### src/rtl/note_block_plotter_if.sv
// Pixel-plotter bus: frame request and note table in, registered pixel stream out.
// The master drives requests and observes pixels; the slave is the plotter.
interface note_block_plotter_if #(
  parameter int NUM_NOTES = 15
) ();

  logic                   start;
  logic                   mode;
  logic [NUM_NOTES*8-1:0] note_x;
  logic [NUM_NOTES*3-1:0] note_colour;
  logic [NUM_NOTES-1:0]   note_valid;
  logic [7:0]             out_x;
  logic [6:0]             out_y;
  logic [2:0]             colour;
  logic                   plot;
  logic                   busy;
  logic                   done;

  modport master (
    output start, mode, note_x, note_colour, note_valid,
    input  out_x, out_y, colour, plot, busy, done
  );

  modport slave (
    input  start, mode, note_x, note_colour, note_valid,
    output out_x, out_y, colour, plot, busy, done
  );

endinterface

### src/rtl/note_block_plotter.sv
// Draws one BLK_W x BLK_H block per valid note, or clears the whole screen, as a pixel stream.
// Optional feature macro NOTE_OUTLINE_EN: paints the block border white (3'b111).
module note_block_plotter #(
  parameter int         NUM_NOTES = 15,
  parameter int         BLK_W     = 4,
  parameter int         BLK_H     = 4,
  parameter int         NOTE_Y    = 110,
  parameter int         SCR_W     = 160,
  parameter int         SCR_H     = 120,
  parameter logic [2:0] BG_COLOUR = 3'b000
) (
  input logic CLK,
  input logic reset,
  note_block_plotter_if.slave bus
);

  localparam int IDX_W = (NUM_NOTES > 1) ? $clog2(NUM_NOTES) : 1;
  localparam int COL_W = (BLK_W > 1) ? $clog2(BLK_W) : 1;
  localparam int ROW_W = (BLK_H > 1) ? $clog2(BLK_H) : 1;

  localparam logic [IDX_W-1:0] IDX_LAST   = IDX_W'(NUM_NOTES - 1);
  localparam logic [COL_W-1:0] COL_LAST   = COL_W'(BLK_W - 1);
  localparam logic [ROW_W-1:0] ROW_LAST   = ROW_W'(BLK_H - 1);
  localparam logic [7:0]       CLR_X_LAST = 8'(SCR_W - 1);
  localparam logic [6:0]       CLR_Y_LAST = 7'(SCR_H - 1);

  typedef enum logic [1:0] {
    IDLE   = 2'd0,
    DRAW   = 2'd1,
    CLEAR  = 2'd2,
    FINISH = 2'd3
  } state_t;

  state_t                 state_q, state_d;
  logic                   mode_q, mode_d;
  logic [NUM_NOTES*8-1:0] note_x_q, note_x_d;
  logic [NUM_NOTES*3-1:0] note_colour_q, note_colour_d;
  logic [NUM_NOTES-1:0]   note_valid_q, note_valid_d;
  logic [IDX_W-1:0]       idx_q, idx_d;
  logic [COL_W-1:0]       col_q, col_d;
  logic [ROW_W-1:0]       row_q, row_d;
  logic [7:0]             clr_x_q, clr_x_d;
  logic [6:0]             clr_y_q, clr_y_d;
  logic [7:0]             out_x_q, out_x_d;
  logic [6:0]             out_y_q, out_y_d;
  logic [2:0]             colour_q, colour_d;
  logic                   plot_q, plot_d;
  logic                   done_q, done_d;

  logic [NUM_NOTES*8-1:0] src_x;
  logic [NUM_NOTES*3-1:0] src_colour;
  logic [NUM_NOTES-1:0]   src_valid;
  logic [7:0]             x_arr [NUM_NOTES];
  logic [2:0]             c_arr [NUM_NOTES];
  logic                   emit_draw;
  logic                   emit_clear;
  logic [8:0]             x_sum;
  logic [8:0]             y_sum;

  // The first pixel is produced on the start edge, before the note table is captured.
  always_comb begin
    src_x      = note_x_q;
    src_colour = note_colour_q;
    src_valid  = note_valid_q;
    if (state_q == IDLE) begin
      src_x      = bus.note_x;
      src_colour = bus.note_colour;
      src_valid  = bus.note_valid;
    end
    for (int i = 0; i < NUM_NOTES; i++) begin
      x_arr[i] = src_x[i*8 +: 8];
      c_arr[i] = src_colour[i*3 +: 3];
    end
  end

  always_comb begin
    state_d       = state_q;
    mode_d        = mode_q;
    note_x_d      = note_x_q;
    note_colour_d = note_colour_q;
    note_valid_d  = note_valid_q;
    idx_d         = idx_q;
    col_d         = col_q;
    row_d         = row_q;
    clr_x_d       = clr_x_q;
    clr_y_d       = clr_y_q;
    out_x_d       = out_x_q;
    out_y_d       = out_y_q;
    colour_d      = colour_q;
    plot_d        = 1'b0;
    done_d        = 1'b0;
    emit_draw     = 1'b0;
    emit_clear    = 1'b0;
    x_sum         = '0;
    y_sum         = '0;

    case (state_q)
      IDLE: begin
        if (bus.start) begin
          mode_d        = bus.mode;
          note_x_d      = bus.note_x;
          note_colour_d = bus.note_colour;
          note_valid_d  = bus.note_valid;
          idx_d         = '0;
          col_d         = '0;
          row_d         = '0;
          clr_x_d       = '0;
          clr_y_d       = '0;
          if (bus.mode) begin
            state_d    = CLEAR;
            emit_clear = 1'b1;
          end else begin
            state_d   = DRAW;
            emit_draw = 1'b1;
          end
        end
      end

      DRAW: begin
        // An invalid note occupies exactly one cycle, so it ends as soon as it starts.
        if (!src_valid[idx_q] || (col_q == COL_LAST && row_q == ROW_LAST)) begin
          if (idx_q == IDX_LAST) begin
            state_d = FINISH;
            done_d  = 1'b1;
          end else begin
            idx_d     = idx_q + IDX_W'(1);
            col_d     = '0;
            row_d     = '0;
            emit_draw = 1'b1;
          end
        end else if (col_q == COL_LAST) begin
          col_d     = '0;
          row_d     = row_q + ROW_W'(1);
          emit_draw = 1'b1;
        end else begin
          col_d     = col_q + COL_W'(1);
          emit_draw = 1'b1;
        end
      end

      CLEAR: begin
        if (clr_x_q == CLR_X_LAST && clr_y_q == CLR_Y_LAST) begin
          state_d = FINISH;
          done_d  = 1'b1;
        end else if (clr_x_q == CLR_X_LAST) begin
          clr_x_d    = '0;
          clr_y_d    = clr_y_q + 7'd1;
          emit_clear = 1'b1;
        end else begin
          clr_x_d    = clr_x_q + 8'd1;
          emit_clear = 1'b1;
        end
      end

      FINISH: begin
        state_d = IDLE;
      end

      default: begin
        state_d = IDLE;
      end
    endcase

    // Sums are 9 bits wide so blocks hanging off the right edge are clipped, not wrapped.
    if (emit_draw) begin
      x_sum    = {1'b0, x_arr[idx_d]} + 9'(col_d);
      y_sum    = 9'(NOTE_Y) + 9'(row_d);
      out_x_d  = x_sum[7:0];
      out_y_d  = y_sum[6:0];
      colour_d = c_arr[idx_d];
`ifdef NOTE_OUTLINE_EN
      if (col_d == '0 || col_d == COL_LAST || row_d == '0 || row_d == ROW_LAST) begin
        colour_d = 3'b111;
      end
`else
`endif
      plot_d   = src_valid[idx_d] && (x_sum < 9'(SCR_W)) && (y_sum < 9'(SCR_H));
    end

    if (emit_clear) begin
      out_x_d  = clr_x_d;
      out_y_d  = clr_y_d;
      colour_d = BG_COLOUR;
      plot_d   = 1'b1;
    end
  end

  always_ff @(posedge CLK or negedge reset) begin
    if (!reset) begin
      state_q       <= IDLE;
      mode_q        <= 1'b0;
      note_x_q      <= '0;
      note_colour_q <= '0;
      note_valid_q  <= '0;
      idx_q         <= '0;
      col_q         <= '0;
      row_q         <= '0;
      clr_x_q       <= '0;
      clr_y_q       <= '0;
      out_x_q       <= '0;
      out_y_q       <= '0;
      colour_q      <= '0;
      plot_q        <= 1'b0;
      done_q        <= 1'b0;
    end else begin
      state_q       <= state_d;
      mode_q        <= mode_d;
      note_x_q      <= note_x_d;
      note_colour_q <= note_colour_d;
      note_valid_q  <= note_valid_d;
      idx_q         <= idx_d;
      col_q         <= col_d;
      row_q         <= row_d;
      clr_x_q       <= clr_x_d;
      clr_y_q       <= clr_y_d;
      out_x_q       <= out_x_d;
      out_y_q       <= out_y_d;
      colour_q      <= colour_d;
      plot_q        <= plot_d;
      done_q        <= done_d;
    end
  end

  assign bus.out_x  = out_x_q;
  assign bus.out_y  = out_y_q;
  assign bus.colour = colour_q;
  assign bus.plot   = plot_q;
  assign bus.done   = done_q;
  assign bus.busy   = (state_q != IDLE);

endmodule

### src/flat_wrapper.sv
// flat-port wrapper written by rule: the top's interface ports become plain ports
module note_block_plotter_flat 
#(
  parameter int         NUM_NOTES = 15,
  parameter int         BLK_W     = 4,
  parameter int         BLK_H     = 4,
  parameter int         NOTE_Y    = 110,
  parameter int         SCR_W     = 160,
  parameter int         SCR_H     = 120,
  parameter logic [2:0] BG_COLOUR = 3'b000
)
  (CLK, reset, bus_start, bus_mode, bus_note_x, bus_note_colour, bus_note_valid, bus_out_x, bus_out_y, bus_colour, bus_plot, bus_busy, bus_done);
  note_block_plotter_if #(.NUM_NOTES(NUM_NOTES)) bus_i ();
  input logic CLK;
  input logic reset;
  input wire logic [$bits(bus_i.start)-1:0] bus_start;
  input wire logic [$bits(bus_i.mode)-1:0] bus_mode;
  input wire logic [$bits(bus_i.note_x)-1:0] bus_note_x;
  input wire logic [$bits(bus_i.note_colour)-1:0] bus_note_colour;
  input wire logic [$bits(bus_i.note_valid)-1:0] bus_note_valid;
  output wire logic [$bits(bus_i.out_x)-1:0] bus_out_x;
  output wire logic [$bits(bus_i.out_y)-1:0] bus_out_y;
  output wire logic [$bits(bus_i.colour)-1:0] bus_colour;
  output wire logic [$bits(bus_i.plot)-1:0] bus_plot;
  output wire logic [$bits(bus_i.busy)-1:0] bus_busy;
  output wire logic [$bits(bus_i.done)-1:0] bus_done;
  assign bus_i.start = bus_start;
  assign bus_i.mode = bus_mode;
  assign bus_i.note_x = bus_note_x;
  assign bus_i.note_colour = bus_note_colour;
  assign bus_i.note_valid = bus_note_valid;
  assign bus_out_x = bus_i.out_x;
  assign bus_out_y = bus_i.out_y;
  assign bus_colour = bus_i.colour;
  assign bus_plot = bus_i.plot;
  assign bus_busy = bus_i.busy;
  assign bus_done = bus_i.done;
  note_block_plotter #(.NUM_NOTES(NUM_NOTES), .BLK_W(BLK_W), .BLK_H(BLK_H), .NOTE_Y(NOTE_Y), .SCR_W(SCR_W), .SCR_H(SCR_H), .BG_COLOUR(BG_COLOUR)) u_core (.CLK(CLK), .reset(reset), .bus(bus_i));
endmodule
### config.mk
export PLATFORM = sky130hd
export DESIGN_NAME = note_block_plotter_flat
export DESIGN_NICKNAME = d
export VERILOG_FILES = /design/src/rtl/note_block_plotter_if.sv /design/src/rtl/note_block_plotter.sv /design/src/flat_wrapper.sv
export SDC_FILE = /design/constraint.sdc
export NUM_CORES = 1
export LEC_CHECK = 0
export BUFFER_PORTS_ARGS = -buffer_cell sky130_fd_sc_hd__buf_2
export CAP_MARGIN = 20
export CORE_MARGIN = 1
export CORE_UTILIZATION = 40
export DETAILED_ROUTE_END_ITERATION = 6
export PLACE_DENSITY = 0.71
export SLEW_MARGIN = 20
export SYNTH_ARGS = -nofsm -noshare
export SYNTH_HDL_FRONTEND = slang
export SYNTH_SLANG_ARGS = --single-unit
### constraint.sdc
create_clock -name CLK -period 5.99 [get_ports CLK]
set_input_delay 1.198 -clock CLK [delete_from_list [all_inputs] [get_ports CLK]]
set_output_delay 1.198 -clock CLK [all_outputs]
set_load 0.1 [all_outputs]
# Yosys cells after proc, flatten, opt, wreduce, memory -nomap -nowiden
# Index checks and enable logic that the tools add are counted.
# totals
regBits,225
input_bits,184
word_cells,112
# classes
n_addsub,7
magnitude_cmp,5
eq_ne,12
muxes,62
bitwise,1
reduce_logical,11
# ops
op,count
2-to-1 mux 120 bit,1
2-to-1 mux 8 bit,7
2-to-1 mux 45 bit,1
2-to-1 mux 7 bit,5
binary-select mux 8 bit (select 4 bit),1
2-to-1 mux 2 bit,13
one-hot mux 8 bit (2 select lines),1
2-to-1 mux 15 bit,1
2-to-1 mux 1 bit,14
one-hot mux 7 bit (2 select lines),1
binary-select mux 3 bit (select 4 bit),1
2-to-1 mux 3 bit,4
2-to-1 mux 4 bit,3
less-than comparator 4 x 5 -> 1 bit (second input constant),2
adder 8 x 2 -> 9 bit,1
less-than comparator 9 x 7 -> 1 bit (second input constant),1
less-than comparator 9 x 8 -> 1 bit (second input constant),1
adder 7 x 2 -> 8 bit (first input constant),1
adder 8 x 1 -> 8 bit (second input constant),1
binary-select mux 1 bit (select 4 bit),2
equality test 2 bit (second input constant),4
equality test 8 bit (second input constant),1
one-hot mux 2 bit (2 select lines),2
one-hot mux 2 bit (4 select lines),1
other kinds (19),28

# Depth between registers and ports, before layout
# logic_depth
ltp_word,18
mapped_depth,25

# Worst setup path after synthesis
# Ideal clock, no wire load.
# synth_timing
kind,input port to flip-flop
from,input port bus_note_valid[9]
to,register u_core.out_x_q[4] (netlist: u_core.bus.out_x[4])
arrival_time_ns,5.753
required_time_ns,5.913
path_slack_ns,0.160
path_stages,21
n_path_buf,5
cell_sequence,mux2_1 mux4_2 o221ai_2 nand4_2 mux2i_4 inv_2 buf_6 buf_2 buf_2 buf_2 buf_2 mux4_2 a211oi_1 a21oi_1 a21o_1 ha_1 fa_1 and2_1 and3_1 o31a_1 a21oi_1
# synth_via
elab_chain_len,14
# synth_lines
element,line,text
start: declaration,flat_wrapper.sv:20,input wire logic [$bits(bus_i.note_valid)-1:0] bus_note_valid;
2-to-1 mux 15 bit,note_block_plotter.sv:65,if (state_q == IDLE) begin
binary-select mux 1 bit (select 4 bit),note_block_plotter.sv:121,if (!src_valid[idx_q] || (col_q == COL_LAST && row_q == ROW_LAST)) begin
2-to-1 mux 1 bit (implied by the code),note_block_plotter.sv:121,
zero test 1 bit,note_block_plotter.sv:121,
logical OR 1 bit,note_block_plotter.sv:121,
2-to-1 mux 4 bit,note_block_plotter.sv:121,
one-hot mux 4 bit (2 select lines),note_block_plotter.sv:97,case (state_q)
net u_core.idx_d[0],note_block_plotter.sv:39,"logic [IDX_W-1:0] idx_q, idx_d;"
NOT 4 -> 5 bit (implied by the code),note_block_plotter.sv:166,"x_sum = {1'b0, x_arr[idx_d]} + 9'(col_d);"
binary-select mux 8 bit (select 4 bit),note_block_plotter.sv:166,
2-to-1 mux 8 bit (implied by the code) (2 in series),note_block_plotter.sv:166,
adder 8 x 2 -> 9 bit,note_block_plotter.sv:166,
2-to-1 mux 8 bit,note_block_plotter.sv:165,if (emit_draw) begin
2-to-1 mux 8 bit,note_block_plotter.sv:180,if (emit_clear) begin
end signal: assignment,note_block_plotter.sv:216,out_x_q <= out_x_d;
end: declaration,note_block_plotter.sv:44,"logic [7:0] out_x_q, out_x_d;"
# The timed path passes the listed nets, and every way through them passes these cells. The select of a mux whose other input is x is not followed.
# A chain may end at the register's enable or synchronous reset.

# Worst setup path in the final report
# layout_timing
from,register u_core.state_q[0]
to,register u_core.out_x_q[4] (netlist: u_core.bus.out_x[4])
# layout_via
elab_chain_len,15
# layout_lines
element,line,text
start: declaration,note_block_plotter.sv:34,"state_t state_q, state_d;"
start signal: assignment,note_block_plotter.sv:206,state_q <= state_d;
zero test 2 bit,"note_block_plotter.sv:65, note_block_plotter.sv:97",
2-to-1 mux 15 bit,note_block_plotter.sv:65,
binary-select mux 1 bit (select 4 bit),note_block_plotter.sv:121,
2-to-1 mux 1 bit (implied by the code),note_block_plotter.sv:121,
zero test 1 bit,note_block_plotter.sv:121,
logical OR 1 bit,note_block_plotter.sv:121,
2-to-1 mux 4 bit,note_block_plotter.sv:121,
one-hot mux 4 bit (2 select lines),note_block_plotter.sv:97,
NOT 4 -> 5 bit (implied by the code),note_block_plotter.sv:166,
binary-select mux 8 bit (select 4 bit),note_block_plotter.sv:166,
2-to-1 mux 8 bit (implied by the code) (2 in series),note_block_plotter.sv:166,
adder 8 x 2 -> 9 bit,note_block_plotter.sv:166,
2-to-1 mux 8 bit,note_block_plotter.sv:165,
2-to-1 mux 8 bit,note_block_plotter.sv:180,
# Several ways; a longest one is shown, not always the timed one. The select of a mux whose other input is x is not followed.

==> reports/metrics.yaml <==
die:
  rows: 64
  pin_count: 205
  dieArea_um2: 32550
  die_height_um: 180.4
  initial_core_util_pct: 41.09
  core_area_um2: 30990
  chipWidth_um: 180.4
sta:
  period_share_pct: 87.18
  drv_slew: 0
  period_needed_ns: 5.222
  max-slew-margin-rel_pct: 31.11
  finalHoldViolCount: 0
  skew_ns: 0.02276
  worst_pin_slew_ns: 1.033
  rsz0062_at_grt: "false"
  max_freq_ghz: 0.1915
  final.setup.tns_ns: 0
  setup_viol: 0
synth:
  synth_ff_type: "dfrtp_1"
  synth_sequential_area_ratio_pct: 44.22
  netlist_area_um2: 12730
  synth.avg_cell_area_um2: 12.52
  synth_async_sr_flop_share_pct: 100.0
  synth_seq_cells: 225
  synth_area_leader_cell: "dfrtp_1"
  synth.area.top_cells: "dfrtp_1 44%, mux2_2 17%, mux4_2 12%, mux2i_1 3.9%, nand2_1 2.2%"
  syn_inst: 1017
  synth_nets: 1213
  yosys_warnings: 0
  synth.distinct_cells: 77
  synth_edf_count: 0
  ys_top_cells_by_count: "225 x dfrtp_1, 192 x mux2_2, 75 x nand2_1"
  netlist.area_leader.share_pct: 44.22
  synth_most_common_cell: "dfrtp_1"
detailed_routing:
  drcViolationCount: 0
  vias: 9324
  wl_per_cell_um: 20.61
  ant_nets: 0
  drt-total-wl_um: 33430
  dr.pass1.iters: 6
  drtIter0Drc: 834
  avgViaCountPerCell: 5.748
final_layout:
  syn2layout_area_growth_pct: 18.09
  fin_cells: 1622
  fillers: 2712
  nets: 1397
  drive_above_1_share_pct: 45.08
  final_cell_area_um2: 15040
critical_path:
  r2r-end: "u_core.bus.out_x[4]"
  cp-end-kind: "register"
  r2r_slack_ns: 0.77
  critPathMaxFanout: 20
  critPathKind: "reg2reg"
  cp.arrival_ns: 5.67
  required_ns: 6.44
  r2r_cells: 18
  reg2reg_from: "u_core.state_q[0]"
  cp-start-kind: "register"
clock_network:
  cts-htree-levels: 1
  cts_buffer_depth: 3
  cts-buffers-inserted: 26
  post_cts.repair.setup_buffers: 0
  cts_sinks: 225
  clk_latency_ns: 0.55
  path_clk_slew_ns: 0.06
  post_cts_resized: 0
  cts_tree: "done"
  cts.hold.buffers_added: 0
  clockRootBuffer: "clkbuf_16"
placement:
  port_buffers: 204
  gp_congestion: 0.8711
  place_area_um2: 14160
  dp.cells: 1568
  hpwl_um: 24020
pwr:
  power_switching_mw: 4.423
  p_clk_share_pct: 15.0
  pwr-share-comb_pct: 59.6
  swShare_pct: 42.72
  seq_power_share_pct: 25.4
  power.density_nw_per_um2: 688.4
  ir_drop_uv: 290.6
  finalPower_mw: 10.35
  internal_power_mw: 5.929
  p_leak_nw: 6.492
grt:
  grt_max_degree: 133
  grt_usage_pct: 20.49
  first_global_vias: 9498
  grt_pass1_wl_um: 52960
  grt_overflow: 0
  antenna_found_initial: 6
min_path:
  hp-start: "u_core.note_colour_q[33]"
  hp-class: "reg2reg"
  whs_path_depth: 1
  hold_end: "u_core.note_colour_q[33]"
job:
  max-cap-violations: 0
run_status:
  status: "completed"
logic make-up (layout without fill, tap and decap cells):
group                      count (synthesis)  in the layout  share of synthesized area (%)
muxes                                    320            320                          34.24
DFF                                      225            225                          44.22
and+or+nand+nor                          213            213                          8.264
AOI/OAI and AO/OA                        152            152                          8.490
buffers and inverters                     85            288                          2.859
adders and majority gates                 12             12                          1.238
xor gates and xnor gates                  10             10                         0.6879
other                                      0              6                              0
power groups by stage:
stage               clock network (mW)  registers, mW  logic, mW
floorplan                            0           2.92       4.35
global placement                     0           2.59       6.10
detailed placement                   0           2.65       6.17
CTS                               1.59           2.62       6.20
global route                      1.64           2.71       6.67
finish                            1.55           2.63       6.17
layout make-up:
| type | count | area [um2] | area share, % |
|---|---|---|---|
| repair buffers | 229 | 1251 | 8.321 |
| clock buffers | 40 | 753.2 | 5.009 |
| clock inverters | 7 | 75.07 | 0.4993 |
| flip-flops and latches | 225 | 5630 | 37.44 |
| multi-input cells | 707 | 6764 | 44.98 |
| diodes | 6 | 15.01 | 0.09985 |
| inverters | 12 | 52.55 | 0.3495 |
| well taps | 396 | 495.5 | 3.295 |
per-stage QoR:
step	worst slack [ns]	hold slack (ns)	util [%]
global placement	0.3653	0.4806	45.70
CTS	0.7425	0.5000	48.37
global route	0.4398	0.5099	48.50
detailed placement	0.2983	0.4874	45.70
finish	0.7681	0.5002	48.52
floorplan	0.1601	0.4708	-
registers in the layout, indices dropped and copies added (netlist names), 2 cells and up:
name,flops
u_core.clr_x_q,8
u_core.col_q,2
u_core.note_colour_q,45
u_core.bus.out_x,8
u_core.idx_q,4
u_core.note_valid_q,15
u_core.note_x_q,120
u_core.row_q,2
u_core.state_q,2
u_core.bus.colour,3
u_core.bus.out_y,7
u_core.clr_y_q,7
critical path, stage by stage, from the launching register on:
cell and delay, ns:
dfrtp_1 0.38, inv_1 0.14, ha_4 0.37, mux4_2 0.57, o2111ai_1 0.43, nand4_2 0.26
mux2i_4 0.24, clkinv_2 0.31, buf_4 0.30, mux4_2 0.30, a211oi_1 0.25, a311oi_1 0.07
a21o_1 0.21, ha_1 0.21, fa_1 0.41, and2_1 0.17, and3_1 0.14, o31a_1 0.23
a21oi_1 0.14
per-layer routing:
layer / global-route usage [%] / up-vias / part of all wire [%]
li1: - / 4275 / -
met1: 28.64 / 4701 / 45
met2: 32.68 / 300 / 47
met3: 3.678 / 46 / 5.8
met4: 5.778 / 2 / 2.3
met5: 0 / - / 0.051
cells in the final DEF, fill, tap and decap left out, types with 10 or more instances in the layout:
master	Yosys	layout
dfrtp_1	225	225
buf_2	14	203
mux2_2	192	192
nand2_1	75	74
mux4_2	70	70
mux2i_1	49	49
nor2_1	34	34
clkbuf_16	0	26
nand3_1	24	24
a21oi_1	24	24
buf_4	2	23
o21ai_0	21	21
nor3_1	15	15
a211oi_1	14	14
a22o_1	14	14
and2_1	11	11
ha_1	11	10
how the worst max path moves through the flow:
stage                      startpoint                   to  cells past startpoint  slack (ns)
finish              u_core.state_q[0]  u_core.bus.out_x[4]                     18        0.77
global route        u_core.state_q[0]  u_core.bus.out_x[4]                     18        0.44
CTS                 u_core.state_q[0]  u_core.bus.out_x[4]                     18        0.74
detailed placement  bus_note_valid[9]  u_core.bus.out_x[4]                     18        0.30
global placement    bus_note_valid[9]  u_core.bus.out_x[4]                     18        0.37
floorplan           bus_note_valid[9]  u_core.bus.out_x[4]                     21        0.16
No activity file was read; power rests on OpenSTA's default activity.
